$ cat config.mk
export PLATFORM = sky130hd
export DESIGN_NAME = spi_sub_param
export DESIGN_NICKNAME = d
export VERILOG_FILES = /design/src/rtl/spi_sub_param.sv
export SDC_FILE = /design/constraint.sdc
export NUM_CORES = 1
export LEC_CHECK = 0
export BUFFER_PORTS_ARGS = -buffer_cell sky130_fd_sc_hd__buf_4
export CORE_MARGIN = 2
export CORE_UTILIZATION = 60
export CTS_CLUSTER_DIAMETER = 40
export CTS_CLUSTER_SIZE = 16
export DETAILED_ROUTE_END_ITERATION = 8
export PLACE_DENSITY = 0.84
export SYNTH_ARGS = -nofsm -noshare
export SYNTH_HDL_FRONTEND = slang
export SYNTH_SLANG_ARGS = --single-unit
$ cat constraint.sdc
create_clock -name clk -period 3.8 [get_ports clk]
set_input_delay 0.76 -clock clk [delete_from_list [all_inputs] [get_ports clk]]
set_output_delay 0.76 -clock clk [all_outputs]
set_load 0.02 [all_outputs]
$ cat src/rtl/spi_sub_param.sv
// SPI subordinate: a 2-bit header selects one of three payload lengths, and a
// snapshot of tx is shifted out on sdo. All SPI pins are synchronised into clk.
module spi_sub_param #(
    parameter int TX_W        = 128,
    parameter int PAY_MIN     = 128,
    parameter int PAY_STEP    = 64,
    parameter int CPOL        = 0,
    parameter int CPHA        = 1,
    parameter int SYNC_STAGES = 2
) (
    input  logic                            clk,
    input  logic                            rst_n,
    input  logic                            cs,
    input  logic                            sclk,
    input  logic                            sdi,
    input  logic [TX_W-1:0]                 tx,
    output logic [2+PAY_MIN+2*PAY_STEP-1:0] rx,
    output logic                            sdo,
    output logic                            done,
    output logic                            err,
    output logic                            busy
);
    localparam int   PAY_MAX   = PAY_MIN + 2 * PAY_STEP;
    localparam int   CNT_W     = $clog2(PAY_MAX + 3);
    localparam logic SCLK_IDLE = (CPOL != 0);

    typedef enum logic [1:0] {IDLE, HDR, PAY, DRAIN} state_t;

    state_t                 state, state_next;
    logic [SYNC_STAGES-1:0] cs_sync, sclk_sync, sdi_sync;
    logic [SYNC_STAGES:0]   warm;
    logic                   cs_q, sclk_q;
    logic                   cs_s, sclk_s, sdi_s;
    logic                   cs_fall, cs_rise, lead, trail, sample, launch;
    logic [1:0]             hdr, hdr_code;
    logic [PAY_MAX-2:0]     sh;
    logic [CNT_W-1:0]       bit_cnt, last_bit;
    logic [TX_W:0]          tx_sh;
    logic                   start, rx_shift, hdr_load, finish;
    logic                   done_next, err_next;

    // NOTE: sequential state always uses <= so every flop samples pre-edge values.
    always_ff @(posedge clk or negedge rst_n) begin
        if (!rst_n) begin
            cs_sync   <= '1;
            sclk_sync <= {SYNC_STAGES{SCLK_IDLE}};
            sdi_sync  <= '0;
            cs_q      <= 1'b1;
            sclk_q    <= SCLK_IDLE;
            warm      <= '0;
        end else begin
            cs_sync   <= {cs_sync[SYNC_STAGES-2:0], cs};
            sclk_sync <= {sclk_sync[SYNC_STAGES-2:0], sclk};
            sdi_sync  <= {sdi_sync[SYNC_STAGES-2:0], sdi};
            cs_q      <= cs_s;
            sclk_q    <= sclk_s;
            warm      <= {warm[SYNC_STAGES-1:0], 1'b1};
        end
    end

    assign cs_s   = cs_sync[SYNC_STAGES-1];
    assign sclk_s = sclk_sync[SYNC_STAGES-1];
    assign sdi_s  = sdi_sync[SYNC_STAGES-1];

    // A cs held low through reset flushes in as a falling edge; warm masks it
    // so a frame interrupted by reset is ignored until cs falls again.
    assign cs_fall = cs_q & ~cs_s & warm[SYNC_STAGES];
    assign cs_rise = ~cs_q & cs_s;
    assign lead    = SCLK_IDLE ? (sclk_q & ~sclk_s) : (~sclk_q & sclk_s);
    assign trail   = SCLK_IDLE ? (~sclk_q & sclk_s) : (sclk_q & ~sclk_s);
    assign sample  = (CPHA != 0) ? trail : lead;
    assign launch  = (CPHA != 0) ? lead : trail;

    assign hdr_code = {sh[0], sdi_s};

    always_ff @(posedge clk or negedge rst_n) begin
        if (!rst_n) state <= IDLE;
        else        state <= state_next;
    end

    // NOTE: every output of this block gets a default first, so no latch is inferred.
    always_comb begin
        state_next = state;
        start      = 1'b0;
        rx_shift   = 1'b0;
        hdr_load   = 1'b0;
        finish     = 1'b0;
        done_next  = 1'b0;
        err_next   = 1'b0;
        if (cs_rise) begin
            state_next = IDLE;
            err_next   = (state == HDR) || (state == PAY);
        end else if (cs_fall) begin
            state_next = HDR;
            start      = 1'b1;
        end else if (sample) begin
            case (state)
                HDR: begin
                    rx_shift = 1'b1;
                    if (bit_cnt == CNT_W'(1)) begin
                        if (hdr_code == 2'b11) begin
                            err_next   = 1'b1;
                            state_next = DRAIN;
                        end else begin
                            hdr_load   = 1'b1;
                            state_next = PAY;
                        end
                    end
                end
                PAY: begin
                    rx_shift = 1'b1;
                    if (bit_cnt == last_bit) begin
                        finish     = 1'b1;
                        done_next  = 1'b1;
                        state_next = DRAIN;
                    end
                end
                default: ;
            endcase
        end
    end

    // The payload register is cleared after the header so short payloads
    // arrive right-aligned and zero-extended.
    always_ff @(posedge clk or negedge rst_n) begin
        if (!rst_n) begin
            sh       <= '0;
            bit_cnt  <= '0;
            last_bit <= '0;
            hdr      <= 2'b00;
            rx       <= '0;
            tx_sh    <= '0;
            done     <= 1'b0;
            err      <= 1'b0;
        end else begin
            done <= done_next;
            err  <= err_next;
            if (start) begin
                sh      <= '0;
                bit_cnt <= '0;
                tx_sh   <= (CPHA != 0) ? {1'b0, tx} : {tx, 1'b0};
            end else begin
                if (rx_shift) begin
                    bit_cnt <= bit_cnt + CNT_W'(1);
                    sh      <= hdr_load ? '0 : {sh[PAY_MAX-3:0], sdi_s};
                end
                if (hdr_load) begin
                    hdr      <= hdr_code;
                    last_bit <= CNT_W'(1 + PAY_MIN + int'(hdr_code) * PAY_STEP);
                end
                if (finish)
                    rx <= {hdr, sh, sdi_s};
                if (launch && state != IDLE)
                    tx_sh <= {tx_sh[TX_W-1:0], 1'b0};
            end
        end
    end

    assign sdo  = (state != IDLE) ? tx_sh[TX_W] : 1'b0;
    assign busy = (state == HDR) || (state == PAY);

endmodule

Word level (Yosys, flattened, before mapping)
Cells that the tools add are included.
{ "classes": {"addsub": 2, "n_eq_ne": 7, "n_mux": 38, "n_bitwise": 10, "reduce_logical": 11} }
{ "ops": {"columns": ["operator", "count"], "rows": [
  ["2-to-1 mux 255 bit", 3],
  ["2-to-1 mux 129 bit", 2],
  ["2-to-1 mux 1 bit", 25],
  ["2-to-1 mux 9 bit", 2],
  ["2-to-1 mux 2 bit", 5],
  ["adder 8 x 8 -> 9 bit, first input constant", 1],
  ["adder 9 x 1 -> 9 bit, second input constant", 1],
  ["== test 9 x 1 -> 1 bit, second input constant", 1],
  ["== test 9 bit", 1],
  ["!= test 4 x 3 -> 1 bit, second input constant", 2],
  ["nonzero test 2 bit", 3],
  ["AND 1 bit", 5],
  ["NOT 1 bit", 5],
  ["== test 2 bit, second input constant", 2],
  ["case mux 2 bit (2 select lines)", 1],
  ["AND reduction 2 bit", 2],
  ["AND reduction 4 bit", 1],
  ["nonzero test 4 bit", 1],
  ["nonzero test 3 bit", 1],
  ["== test 2 x 1 -> 1 bit, second input constant", 1],
  ["OR reduction 2 bit", 1],
  ["logical AND 1 bit", 1],
  ["logical OR 1 bit", 1]
]} }
{ "totals": {"register_bits": 677, "input_bits": 133, "output_inout_bits": 262, "elab_cells": 83} }

Logic depth before layout (Yosys ltp)
Gate-level depths: netlist (run 1).
{ "logic_depth": {"ltp_word": 10, "ltp_mapped": 9, "ltp_nobuf": 7} }

Worst setup path before layout (run 1)
No wires, ideal clock.
{ "synth_path": {"kind": "register -> register", "startpoint": "register state[0]", "endpoint": "register sh[226]", "setup_time_ps": 121, "t_arrival_ps": 2067, "required_time_ps": 3679, "path_slack_ps": 1612, "stages_incl_launch_ff": 9, "path_buffers": 2, "period_less_slack_ps": 2188, "path_cell_list": "dfrtp_1 > inv_1 > ha_1 > nand3b_1 > nor3_1 > nor2_1 > buf_2 > clkbuf_1 > a22o_1"} }
{ "synth_via": {"elab_chain_len": 8, "elab_cells_between_ends": 15, "cone_classes": "eq/ne (2); mux (11); reduce/logical (2)"} }
{ "synth_lines": {"columns": ["item", "line_no", "source"], "rows": [
  ["from (decl)", "29", "state_t state, state_next;"],
  ["from (signal assigned)", "78", "else state <= state_next;"],
  ["== test 2 x 1 -> 1 bit", "97", "case (state)"],
  ["2-to-1 mux 1 bit", "97", null],
  ["2-to-1 mux 1 bit", "96", "end else if (sample) begin"],
  ["2-to-1 mux 1 bit", "93", "end else if (cs_fall) begin"],
  ["2-to-1 mux 1 bit", "90", "if (cs_rise) begin"],
  ["2-to-1 mux 255 bit", "145", "sh <= hdr_load ? '0 : {sh[PAY_MAX-3:0], sdi_s};"],
  ["2-to-1 mux 255 bit", "143", "if (rx_shift) begin"],
  ["2-to-1 mux 255 bit", "138", "if (start) begin"],
  ["to (signal assigned)", "145", null],
  ["to (decl)", "36", "logic [PAY_MAX-2:0] sh;"]
]} }
Parallel ways exist; a longest one is shown, timed or not. The select of a mux whose other input is x is not followed.
A chain may end at the register's enable or synchronous reset.

Worst setup path after layout (run 1)
{ "layout_path": {"startpoint": "register state[0]", "endpoint": "register sh[96]"} }
Same word-level chain as after synthesis.

==> flow_summary.ini, run 1 <==
[sta]
skew_ns = 0.03262
slew_headroom_pct = 38.74
hold_viol = 0
worst_pin_slew_ns = 0.9149
finalCriticalPeriod_ns = 2.771
finalSetupViolations = 0
tns_ns = 0
fmax_mhz = 360.9
fin_crit_sh_pct = 72.92
drv_slew = 0
rsz0062_at_grt = false

[global_route]
grt_remaining_overflow = 0
grt_pass1_wl_um = 93250
grt_max_degree = 258
grt_pass1_vias = 16700
grt.total_usage_pct = 26.55
grt_antenna_before_repair = 1

[clock_tree]
cts_resized = 0
cts_buffers = 80
clk_latency_ns = 0.62
cts_setup_buffers = 0
cts_tree = done
clock_sinks = 670
clkSlewWorstSetupHoldPaths_ns = 0.06
holdBufCountCts = 0
cts_max_path_buffers = 3
cts-root-buf = clkbuf_16
h-tree-depth = 3

[floorplanning]
row_count = 75
die_y_um = 210.8
initial_core_util_pct = 61.04
die_w_um = 210.8
io_pins = 395
die_area_mm2 = 0.04444
core_mm2 = 0.04204

[route]
via_per_inst = 5.826
ant_nets = 0
wl_um = 57960
drc = 0
initialDrtViolationCount = 1261
vias = 16080
wl_per_cell_um = 21.00
firstDrtPassIters = 4

[placed_design]
dp.cells = 2609
port-buffer-count = 394
gp_congestion = 0.8260
place_hpwl_um = 35520

[pwr]
power_density_mw_per_mm2 = 580.1
ir_drop_v = 0.0004270
p_seq_share_pct = 45.3
p_sw_share_pct = 27.58
p_leak_nw = 15.95
power_frac_comb_pct = 11.3
p_int_mw = 13.39
clkPwrFrac_pct = 43.4
p_sw_mw = 5.098

[synth]
synth-seq-cells = 670
syn_inst = 1774
muxShareOfSynthArea_pct = 16.32
synth-xor-area-share_pct = 0.3755
synth_ff_type = dfrtp_1
post_synth_num_cell_types = 42
synthAdderAreaFrac_pct = 0.2438
synth_area_per_cell_um2 = 14.46
synth_top_family_by_area = multiplexers
netlist_area_mm2 = 0.02566
yosys.area_share.simple_pct = 2.911
synth_edf_count = 0
yosys_warnings = 0
synth_compound_area_share_pct = 11.57
syn-num-nets = 1912
yosysSeqAreaShare_pct = 65.35
async_flop_share_pct = 100.0

[critical_path]
critPathMaxFanout = 176
cp.arrival_ns = 3.26
endpoint_kind = flop
startpoint_type = flop
worst-setup-path-type = reg -> reg
cp_data_required_time_ns = 4.29

[min_path]
hold_path_class = in -> async

[outcome]
status = finished, final reports clean

[cells_and_area]
syn2layout_area_growth_pct = 24.19
fin_cells = 2760
nets = 2290
drive_gt1_share_pct = 37.84

[flow_run]
drv_cap = 0
-- per-layer routing --
metal | vias up | track usage (%) | wire (um)
met2 | 459 | 41.52 | 27860
met4 | 0 | 11.15 | 2211
met5 | - | 0 | 0
li1 | 7202 | - | -
met3 | 120 | 6.839 | 3813
met1 | 8298 | 35.80 | 24080
-- cells by family after synthesis --
group / count (synthesis)
buffers and inverters: 133
adders and majority gates: 5
DFF: 670
other: 1
AOI/OAI and AO/OA: 396
muxes: 386
xor gates and xnor gates: 11
and+or+nand+nor: 172
-- cells in the final DEF, fill, tap and decap left out, drive strengths merged, types with 2 or more instances in the layout --
cell type,n
dfrtp,667
buf,424
mux2,258
a22o,255
nand2,134
o21ai,130
mux2i,128
clkbuf,90
inv,36
clkinv,17
nor2,12
xor2,8
nand4,7
clkinvlp,6
bufinv,6
ha,5
o21a,3
xnor2,3
dfstp,3
nand3,3
nand3b,2
and3,2
a21oi,2
nor2b,2
nor3,2
nor4,2
nor4b,2
-- final timing paths --
check | from | end | slack (ns) | depth (start not counted)
min | rst_n | rx[241] | 0.15 | 1
max in group asynchronous | rst_n | cs_q | 2.61 | 2
max reg2reg | state[0] | sh[96] | 1.03 | 7
min in group clk | sdi | sdi_sync[0] | 0.25 | 1
min reg2reg | sdi_sync[0] | sdi_sync[1] | 0.35 | 0
max | state[0] | sh[96] | 1.03 | 7
-- synthesized netlist by cell type, drive strengths merged (3+ instances only) --
master  instances  area (um2)
nand3           3       20.02
mux2          258        2905
dfrtp         667       16690
a22o          255        2233
xnor2           3       26.28
inv             5       18.77
buf            91       668.1
ha              5       62.56
xor2            8       70.07
nand4           7       43.79
clkbuf         37       138.9
nor2           12       45.04
o21a            3       22.52
nand2         134       503.0
dfstp           3       78.83
o21ai         130       650.6
mux2i         128        1281
-- registers in the layout, indices dropped and copies added, names as in the netlist, 2 cells and up --
| name | flops |
|---|---|
| sclk_sync | 2 |
| sdi_sync | 2 |
| last_bit | 3 |
| sh | 255 |
| warm | 3 |
| tx_sh | 129 |
| bit_cnt | 9 |
| rx | 258 |
| state | 2 |
| cs_sync | 2 |
-- critical path, stage by stage, from the launching register on --
cell	delay, ns
dfrtp_1	0.39
inv_1	0.08
ha_1	0.36
nand3b_1	0.15
nor3_1	0.71
nor2_4	0.09
buf_12	0.26
a22o_1	0.40
-- metrics by stage --
stage | power, mW | hold slack, ns | instance area (um2) | setup slack, ns | utilization, %
6_report | 18.48 | 0.1520 | 31870 | 1.029 | 75.80
2_1_floorplan | 9.785 | 0.3312 | 25660 | 1.612 | -
3_3_place_gp | 10.41 | 0.3326 | 28980 | 1.375 | 68.94
4_1_cts | 18.64 | 0.1470 | 31860 | 1.191 | 75.79
5_1_grt | 19.26 | 0.1850 | 31870 | 0.9686 | 75.80
3_5_place_dp | 10.54 | 0.3347 | 28980 | 1.240 | 68.94
-- layout make-up --
type	instances	area, um2
Sequential cell	670	16770
Fill cell	2486	10170
Multi-Input combinational cell	971	8103
Timing Repair Buffer	424	3416
Clock buffer	90	2100
Clock inverter	60	782.0
Tap cell	539	674.4
Inverter	5	18.77
Antenna cell	1	2.502
-- power by group through the flow --
stage	Combinational, mW	Clock [mW]	Sequential (mW)
6_report	2.09	8.03	8.37
5_1_grt	2.34	8.47	8.45
4_1_cts	2.11	8.18	8.36
3_5_place_dp	2.07	0	8.47
3_3_place_gp	2.00	0	8.41
2_1_floorplan	1.45	0	8.34
Note: power is estimated with default switching activity, not from simulation.
==> run 2: changes to the inputs <==
--- a/config.mk
+++ b/config.mk
@@ -7,11 +7,11 @@
 export LEC_CHECK = 0
 export BUFFER_PORTS_ARGS = -buffer_cell sky130_fd_sc_hd__buf_4
 export CORE_MARGIN = 2
-export CORE_UTILIZATION = 60
+export CORE_UTILIZATION = 51
 export CTS_CLUSTER_DIAMETER = 40
 export CTS_CLUSTER_SIZE = 16
 export DETAILED_ROUTE_END_ITERATION = 8
-export PLACE_DENSITY = 0.84
+export PLACE_DENSITY = 0.76
 export SYNTH_ARGS = -nofsm -noshare
 export SYNTH_HDL_FRONTEND = slang
 export SYNTH_SLANG_ARGS = --single-unit
==> constraint.sdc (replaced) <==
create_clock -name clk -period 2.5 [get_ports clk]
set_input_delay 0.5 -clock clk [delete_from_list [all_inputs] [get_ports clk]]
set_output_delay 0.5 -clock clk [all_outputs]
set_load 0.02 [all_outputs]
==> run 2 against run 1 <==
Sequential cell count did not move. Clock power rose by 51%. Global-route usage fell by 4.6 points. Register-to-register slack got worse by 0.92 ns. First-iteration DRC count fell by 6.1%. Highest routed layer unchanged.
==> flow_summary.ini, run 2 (synthesized netlist as in run 1, its figures left out) <==
[critical_path]
r2r-end = sh[124]
cp.arrival_ns = 2.90
startpoint_type = flop
startpoint = state[0]
endpoint = sh[124]
rrSetupSlack_ns = 0.11
r2r_start = state[0]
endpoint_kind = flop
worst-setup-path-type = reg -> reg
r2r_cells = 7
cp_data_required_time_ns = 3.00
critPathMaxFanout = 149

[route]
vias = 16120
drc = 0
ant_nets = 0
wl_um = 56940
firstDrtPassIters = 5
via_per_inst = 5.532
initialDrtViolationCount = 1184
wl_per_cell_um = 19.54

[clock_tree]
clock_sinks = 670
clkSlewWorstSetupHoldPaths_ns = 0.06
cts_resized = 0
h-tree-depth = 3
cts_max_path_buffers = 3
cts_buffers = 83
cts-root-buf = clkbuf_16
cts_tree = done
cts_setup_buffers = 0
clk_latency_ns = 0.62

[min_path]
hold_path_class = in -> reg

[cells_and_area]
layout_commonest_cell = dfrtp_1
final_cell_mix = dfrtp_1 (667), buf_4 (411), mux2_2 (258), a22o_1 (255), nand2_1 (134)
register_area_mm2 = 0.01677
antennaDiodeCount = 0
multi_input_area_mm2 = 0.008103
drive_gt1_share_pct = 38.22
fillCellCount = 3633
nets = 2310
biggestRegsByFlops = rx x258, sh x255, tx_sh x129
fin_cells = 2914
largest_reg_flops = 258
largest-register = rx
syn2layout_area_growth_pct = 25.63

[sta]
finalCriticalPeriod_ns = 2.393
hold_viol = 0
tns_ns = 0
fin_crit_sh_pct = 95.73
slew_headroom_pct = 40.43
rsz0062_at_grt = false
hold_ws_ns = 0.08601
worst_pin_slew_ns = 0.8935
fmax_mhz = 417.8
fin_ws_ns = 0.1067
drv_slew = 0
finalSetupViolations = 0
skew_ns = 0.02223

[global_route]
grt_antenna_before_repair = 0
grt_pass1_wl_um = 92000
grt.total_usage_pct = 21.92
grt_remaining_overflow = 0
grt_max_degree = 258
grt_pass1_vias = 16850

[placed_design]
dp_slack_ns = 0.1763
port-buffer-count = 394
gp_congestion = 0.8299
dp.cells = 2755
place_hpwl_um = 36400

[floorplanning]
row_count = 82
die_y_um = 228.3
initial_core_util_pct = 51.46
core_mm2 = 0.04986
die_area_mm2 = 0.05212
io_pins = 395
die_w_um = 228.3

[pwr]
power_density_mw_per_mm2 = 866.8
ir_drop_v = 0.0005989
p_leak_nw = 16.04
power.total_mw = 27.94

[flow_run]
drv_cap = 0

[outcome]
status = finished, final reports clean
## run 2: cell count changes in the layout (fill, tap and decap cells not counted), sizes merged
| cell | previous run | this run |
|---|---|---|
| buf | 424 | 437 |
| diode | 1 | 0 |
| inv | 36 | 29 |
| bufinv | 6 | 4 |
| clkbuf | 90 | 93 |
| clkinvlp | 6 | 13 |
| dlygate4sd3 | 0 | 4 |
| clkinv | 17 | 21 |
## run 2: through the flow
stage | util, % | area [um2]
2_1_floorplan | - | 25660
3_3_place_gp | 58.83 | 29330
3_5_place_dp | 58.83 | 29330
4_1_cts | 64.65 | 32240
5_1_grt | 64.65 | 32240
6_report | 64.65 | 32240
## run 2: cell type report
type                    instances  share of cell area [%]
clock inverters                62                   2.135
inverters                       5                 0.05822
flip-flops and latches        670                   52.02
well taps                     672                   2.608
clock buffers                  93                   6.749
multi-input cells             971                   25.13
repair buffers                441                   11.29
## run 2: repair_timing
item,in CTS,in global routing
endpoints found under the hold margin,45,0
endpoints found under the setup margin,0,0
hold buffers,4,0
## run 2: worst min path at each step
stage | from | end | slack, ns | depth (start not counted)
after CTS | tx[49] | tx_sh[49] | 0.05 | 3
final | tx[123] | tx_sh[123] | 0.09 | 3
after global routing | tx[123] | tx_sh[123] | 0.07 | 3
after floorplan | rst_n | bit_cnt[0] | 0.20 | 0
after global placement | warm[0] | warm[1] | 0.33 | 0
after detailed placement | sdi_sync[0] | sdi_sync[1] | 0.34 | 0
## run 2: metal layers
metal	vias to the layer above	part of all wire [%]	global-route usage, %	routed length, um
li1	7249	-	-	-
met1	8341	44	30.06	24770
met2	426	48	34.79	27550
met3	105	4.9	4.017	2812
met4	0	3.2	9.089	1798
met5	-	0	0	0
## run 2: where the power goes
part           switching, mW  internal [mW]
logic                   1.82           1.36
registers              0.689           12.0
clock network           5.09           6.97
total                   7.61           20.3
## run 2: critical path, cell delays in order, from the launching register on
cell and delay [ns]:
dfrtp_1 0.38, inv_1 0.07, ha_1 0.37, nand3b_1 0.18, nor3_1 0.37, nor2_4 0.09
buf_12 0.21, a22o_1 0.39
